[src/rtl/alu_arb_pkg.sv]
// alu_arb_pkg: shared state encoding, flag bit positions and width defaults for alu_arbiter
package alu_arb_pkg;
   localparam int DEF_WIDTH = 16;
   localparam int DEF_OPW = 3;
   localparam int FLAG_Z = 3;
   localparam int FLAG_N = 2;
   localparam int FLAG_C = 1;
   localparam int FLAG_O = 0;
   typedef enum logic [1:0] {IDLE, EXEC, RESP} state_t;
endpackage

[src/rtl/alu_arb_pick.sv]
// alu_arb_pick: combinational winner select; ALU_ARB_FIXED_PRIO_EN gives requester 0 every tie
module alu_arb_pick (
   input  logic [1:0] valid,
   input  logic       last_grant,
   output logic [1:0] grant_vec,
   output logic       grant_id
);
`ifdef ALU_ARB_FIXED_PRIO_EN
   assign grant_id = ~valid[0];
`else
   assign grant_id = (&valid) ? ~last_grant : ~valid[0];
`endif
   assign grant_vec = (|valid) ? (grant_id ? 2'b10 : 2'b01) : 2'b00;
endmodule

[src/rtl/alu_arbiter.sv]
// alu_arbiter: two-requester sequencer for the shared ALU; define ALU_ARB_FIXED_PRIO_EN for fixed priority
module alu_arbiter
   import alu_arb_pkg::*;
#(
   parameter int WIDTH = DEF_WIDTH,
   parameter int OPW = DEF_OPW
) (
   input  logic             clk,
   input  logic             rst,
   input  logic             req_valid_0,
   input  logic             req_valid_1,
   output logic             req_ready_0,
   output logic             req_ready_1,
   input  logic [WIDTH-1:0] req_a_0,
   input  logic [WIDTH-1:0] req_a_1,
   input  logic [WIDTH-1:0] req_b_0,
   input  logic [WIDTH-1:0] req_b_1,
   input  logic [OPW-1:0]   req_op_0,
   input  logic [OPW-1:0]   req_op_1,
   output logic             rsp_valid_0,
   output logic             rsp_valid_1,
   input  logic             rsp_ready_0,
   input  logic             rsp_ready_1,
   output logic [WIDTH-1:0] rsp_data,
   output logic [3:0]       rsp_flags,
   output logic [WIDTH-1:0] alu_a,
   output logic [WIDTH-1:0] alu_b,
   output logic [OPW-1:0]   alu_opcode,
   input  logic [WIDTH-1:0] alu_out,
   input  logic             alu_z,
   input  logic             alu_n,
   input  logic             alu_c,
   input  logic             alu_o,
   output logic             busy,
   output logic             grant_id
);
   state_t           r_state;
   logic             r_grant;
   logic             r_last;
   logic [WIDTH-1:0] r_a;
   logic [WIDTH-1:0] r_b;
   logic [WIDTH-1:0] r_data;
   logic [OPW-1:0]   r_op;
   logic [3:0]       r_flags;
   logic [1:0]       w_grant_vec;
   logic             w_grant_id;
   logic             w_idle;
   logic             w_rsp_hs;
   alu_arb_pick u_pick (
      .valid      ({req_valid_1, req_valid_0}),
      .last_grant (r_last),
      .grant_vec  (w_grant_vec),
      .grant_id   (w_grant_id)
   );
   assign w_idle = r_state == IDLE;
   assign req_ready_0 = w_idle & w_grant_vec[0];
   assign req_ready_1 = w_idle & w_grant_vec[1];
   assign rsp_valid_0 = (r_state == RESP) & ~r_grant;
   assign rsp_valid_1 = (r_state == RESP) & r_grant;
   assign w_rsp_hs = r_grant ? rsp_ready_1 : rsp_ready_0;
   assign rsp_data = r_data;
   assign rsp_flags = r_flags;
   assign alu_a = r_a;
   assign alu_b = r_b;
   assign alu_opcode = r_op;
   assign busy = ~w_idle;
   assign grant_id = r_grant;
   // last_grant resets to 1 so requester 0 takes the first tie
   always_ff @(posedge clk or posedge rst)
      if (rst) begin
         r_state <= IDLE;
         r_grant <= 1'b0;
         r_last <= 1'b1;
         r_a <= '0;
         r_b <= '0;
         r_op <= '0;
         r_data <= '0;
         r_flags <= '0;
      end else
         case (r_state)
            IDLE: if (|w_grant_vec) begin
               r_a <= w_grant_id ? req_a_1 : req_a_0;
               r_b <= w_grant_id ? req_b_1 : req_b_0;
               r_op <= w_grant_id ? req_op_1 : req_op_0;
               r_grant <= w_grant_id;
               r_last <= w_grant_id;
               r_state <= EXEC;
            end
            EXEC: begin
               r_data <= alu_out;
               r_flags[FLAG_Z] <= alu_z;
               r_flags[FLAG_N] <= alu_n;
               r_flags[FLAG_C] <= alu_c;
               r_flags[FLAG_O] <= alu_o;
               r_state <= RESP;
            end
            RESP: if (w_rsp_hs) r_state <= IDLE;
            default: r_state <= IDLE;
         endcase
endmodule

[config.mk]
export PLATFORM = sky130hd
export DESIGN_NAME = alu_arbiter
export DESIGN_NICKNAME = d
export VERILOG_FILES = /design/src/rtl/alu_arb_pkg.sv /design/src/rtl/alu_arb_pick.sv /design/src/rtl/alu_arbiter.sv
export SDC_FILE = /design/constraint.sdc
export NUM_CORES = 1
export LEC_CHECK = 0
export BUFFER_PORTS_ARGS = -buffer_cell sky130_fd_sc_hd__buf_2
export CORE_MARGIN = 1
export CORE_UTILIZATION = 35
export CTS_CLUSTER_DIAMETER = 100
export CTS_CLUSTER_SIZE = 12
export DETAILED_ROUTE_END_ITERATION = 8
export PLACE_DENSITY = 0.63
export SLEW_MARGIN = 10
export SYNTH_ARGS = -nofsm -noshare
export SYNTH_HDL_FRONTEND = slang
export SYNTH_SLANG_ARGS = --single-unit
[constraint.sdc]
create_clock -name clk -period 2.55 [get_ports clk]
set_input_delay 0.51 -clock clk [delete_from_list [all_inputs] [get_ports clk]]
set_output_delay 0.51 -clock clk [all_outputs]
set_load 0.02 [all_outputs]
==> out/metrics.yaml <==
clock_network:
  cts_resized: 0
  clkTransAtPathRegs_ns: 0.06
  cts_setup_buffers: 0
  h-tree-depth: 3
  root_buffer: "clkbuf_8"
  cts_buffers: 9
  hold_buffers: 0
  clk_latency_ns: 0.32
  cts_buffer_depth: 2
  clock_sinks: 59
  cts_tree: "built"
finish:
  fillCellCount: 754
  multiInputGateArea_um2: 1080
  instances_no_fill: 519
  drive_above_1_share_pct: 48.3
  regArea_um2: 1480
  design_area_um2: 3730
  syn2layout_area_growth_pct: 37.1
  final_nets: 512
  diodes: 0
place:
  dp_hpwl_mm: 5.45
  io_buffers: 156
  place.gp.congestion: 0.763
  place_area_um2: 3560
  dp.cells: 504
floorplanning:
  chipWidth_um: 90.2
  rows: 31
  dieArea_um2: 8130
  io_pins: 157
  coreArea_um2: 7370
  die_y_um: 90.2
  start_util_pct: 36.9
critical_path:
  crit_required_ns: 2.04
  worst_path_max_delay_cell: "dfrtp_1"
  max_stage_delay_ns: 0.41
  worst_setup_path_end_kind: "output port"
  ff2ff_path_depth: 4
  path_max_fanout: 37
  criticalPathCategory: "reg2out"
  reg2reg_to: "alu_a[5]$_DFFE_PP0P_"
  crit_start: "r_state[0]$_DFFE_PP0P_"
  worstReg2RegStart: "r_last$_DFFE_PP1P_"
  arrival_ns: 1.67
  path_cells: "nor2_4 -> and2_4 -> a21boi_0 -> buf_2"
  r2r_setup_slack_ns: 1.10
  worstSetupStartpointType: "flop"
  endpoint: "req_ready_1"
global_routing:
  antenna_found_initial: 0
  grt_max_degree: 39
  grt_pass1_vias: 2596
  grt_usage_pct: 19.8
  grt_pass1_wl_mm: 12.8
  overflow: 0
sta:
  period_needed_ns: 2.18
  worstMarginPinSlew_ns: 0.519
  finalHoldViolations: 0
  fin_skew_ns: 0.0105
  setup-violations-final: 0
  post-route-period-util_pct: 85.3
  setup_tns_ns: 0
  slew_headroom_pct: 65.4
  rsz0062_at_grt: "false"
  slew_violations: 0
  worst_hold_slack_ns: 0.217
  fmax_mhz: 460
yosys:
  synth_xor_area_share_pct: 0
  postSynthAreaPerCell_um2: 10.1
  syn-cell-area_um2: 2720
  synth_seq_cells: 59
  synth_cells: 269
  syn-num-nets: 365
  synth_compound_area_share_pct: 22.0
  synth-simple-area-share_pct: 8.64
  yosysUniqueCellTypes: 21
  synthMuxAreaShare_pct: 8.69
  ys_seq_area_share_pct: 54.3
  synthAdderAreaFrac_pct: 0
  yosysWarnings: 0
  synth_top_family_by_area: "compound AO/OA/AOI/OAI gates"
detailed_routing:
  routedWlPerCell_um: 15.0
  detail-route-antenna-nets: 0
  wl_mm: 7.76
  drc: 0
  viasPerCell: 5.22
  dr.pass1.iters: 4
  vias: 2708
  first_iter_violations: 142
power:
  p_leak_nw: 1.75
  total_power_mw: 4.86
  peakVddDrop_mv: 0.499
  powerDensity_nw_per_um2: 1300
worst_hold_path:
  hold_path_class: "in2async"
flow_run:
  maxCapViolCount: 0
status:
  status: "complete, no violations"
[metal layers]
layer,global-route usage [%],share of wire [%],vias up
li1,-,-,1281
met1,26.3,42,1251
met2,31.6,48,163
met3,4.48,8.8,13
met4,7.80,1.3,0
met5,0,0,-
[report_power, final]
| part | switching (mW) | internal [mW] | total, mW | leakage, nW |
|---|---|---|---|---|
| Clock | 0.331 | 0.444 | 0.775 | 0.0902 |
| Combinational | 1.49 | 0.903 | 2.39 | 0.991 |
| Sequential | 0.268 | 1.43 | 1.70 | 0.671 |
| Total | 2.09 | 2.77 | 4.86 | 1.75 |
[worst min-delay path by stage]
| stage | depth (start not counted) | slack, ns | startpoint | endpoint |
|---|---|---|---|---|
| 3_5_place_dp | 1 | 0.49 | rsp_flags[0]$_DFFE_PP0N_ | rsp_flags[0]$_DFFE_PP0N_ |
| 5_1_grt | 2 | 0.26 | rst | rsp_data[2]$_DFFE_PP0N_ |
| 3_3_place_gp | 1 | 0.48 | rsp_data[15]$_DFFE_PP0N_ | rsp_data[15]$_DFFE_PP0N_ |
| 6_report | 2 | 0.22 | rst | rsp_data[2]$_DFFE_PP0N_ |
| 2_1_floorplan | 2 | 0.51 | r_last$_DFFE_PP1P_ | r_last$_DFFE_PP1P_ |
| 4_1_cts | 2 | 0.22 | rst | rsp_data[2]$_DFFE_PP0N_ |
[critical path, delay by kind of cell (launching register included)]
kind	cells	cell delay, ns
AO/OA/AOI/OAI	1	0.21
buffers and inverters	1	0.19
flip-flops	1	0.41
AND/OR/NAND/NOR	2	0.53
[state kept, by name (all words and copies together) (netlist names)]
| register | cells |
|---|---|
| alu_b | 16 |
| alu_opcode | 3 |
| r_last | 1 |
| alu_a | 16 |
| r_state | 2 |
| rsp_data | 16 |
| rsp_flags | 4 |
| grant_id | 1 |
[cell usage after synthesis (all sizes together)]
| library cell | count | area share, % |
|---|---|---|
| a21boi | 1 | 0.28 |
| a21oi | 37 | 6.8 |
| a31oi | 36 | 8.3 |
| and2 | 1 | 0.32 |
| buf | 12 | 3.4 |
| clkbuf | 17 | 2.5 |
| dfrtp | 58 | 53 |
| dfstp | 1 | 0.97 |
| inv | 4 | 0.55 |
| mux2 | 21 | 8.7 |
| nand2b | 3 | 0.69 |
| nand3 | 35 | 6.4 |
| nor2 | 4 | 0.55 |
| nor2b | 1 | 0.23 |
| nor3 | 1 | 0.18 |
| o21ai | 36 | 6.6 |
| or2 | 1 | 0.23 |
[cell families after synthesis]
kind of cell,count (synthesis)
buffers and inverters,33
flip-flops,59
AO/OA/AOI/OAI,110
AND/OR/NAND/NOR,46
multiplexers,21
[through the flow]
step,setup slack [ns],utilization (%)
detailed placement,0.484,48.3
floorplan,0.539,-
global placement,0.497,48.3
CTS,0.335,50.6
global route,0.269,50.6
finish,0.374,50.6
[cell type report]
cell class	count	area share (%)
clock buffers	12	3.62
clock inverters	3	1.07
inverters	4	0.402
multi-input cells	177	28.9
flip-flops and latches	59	39.6
well taps	99	3.32
repair buffers	165	23.1
[cells in the final DEF, fill, tap and decap left out, drive strengths merged]
cell type	netlist	routed
clkbuf	17	12
nor2	4	4
or2	1	1
and2	1	1
inv	4	4
mux2	21	21
dfstp	1	1
dfrtp	58	58
o21ai	36	36
nor3	1	1
a21boi	1	1
a31oi	36	36
clkinv	0	2
a21oi	37	37
nand2b	3	3
nor2b	1	1
buf	12	165
bufinv	0	1
nand3	35	35
Note: power is estimated with default switching activity, not from simulation.
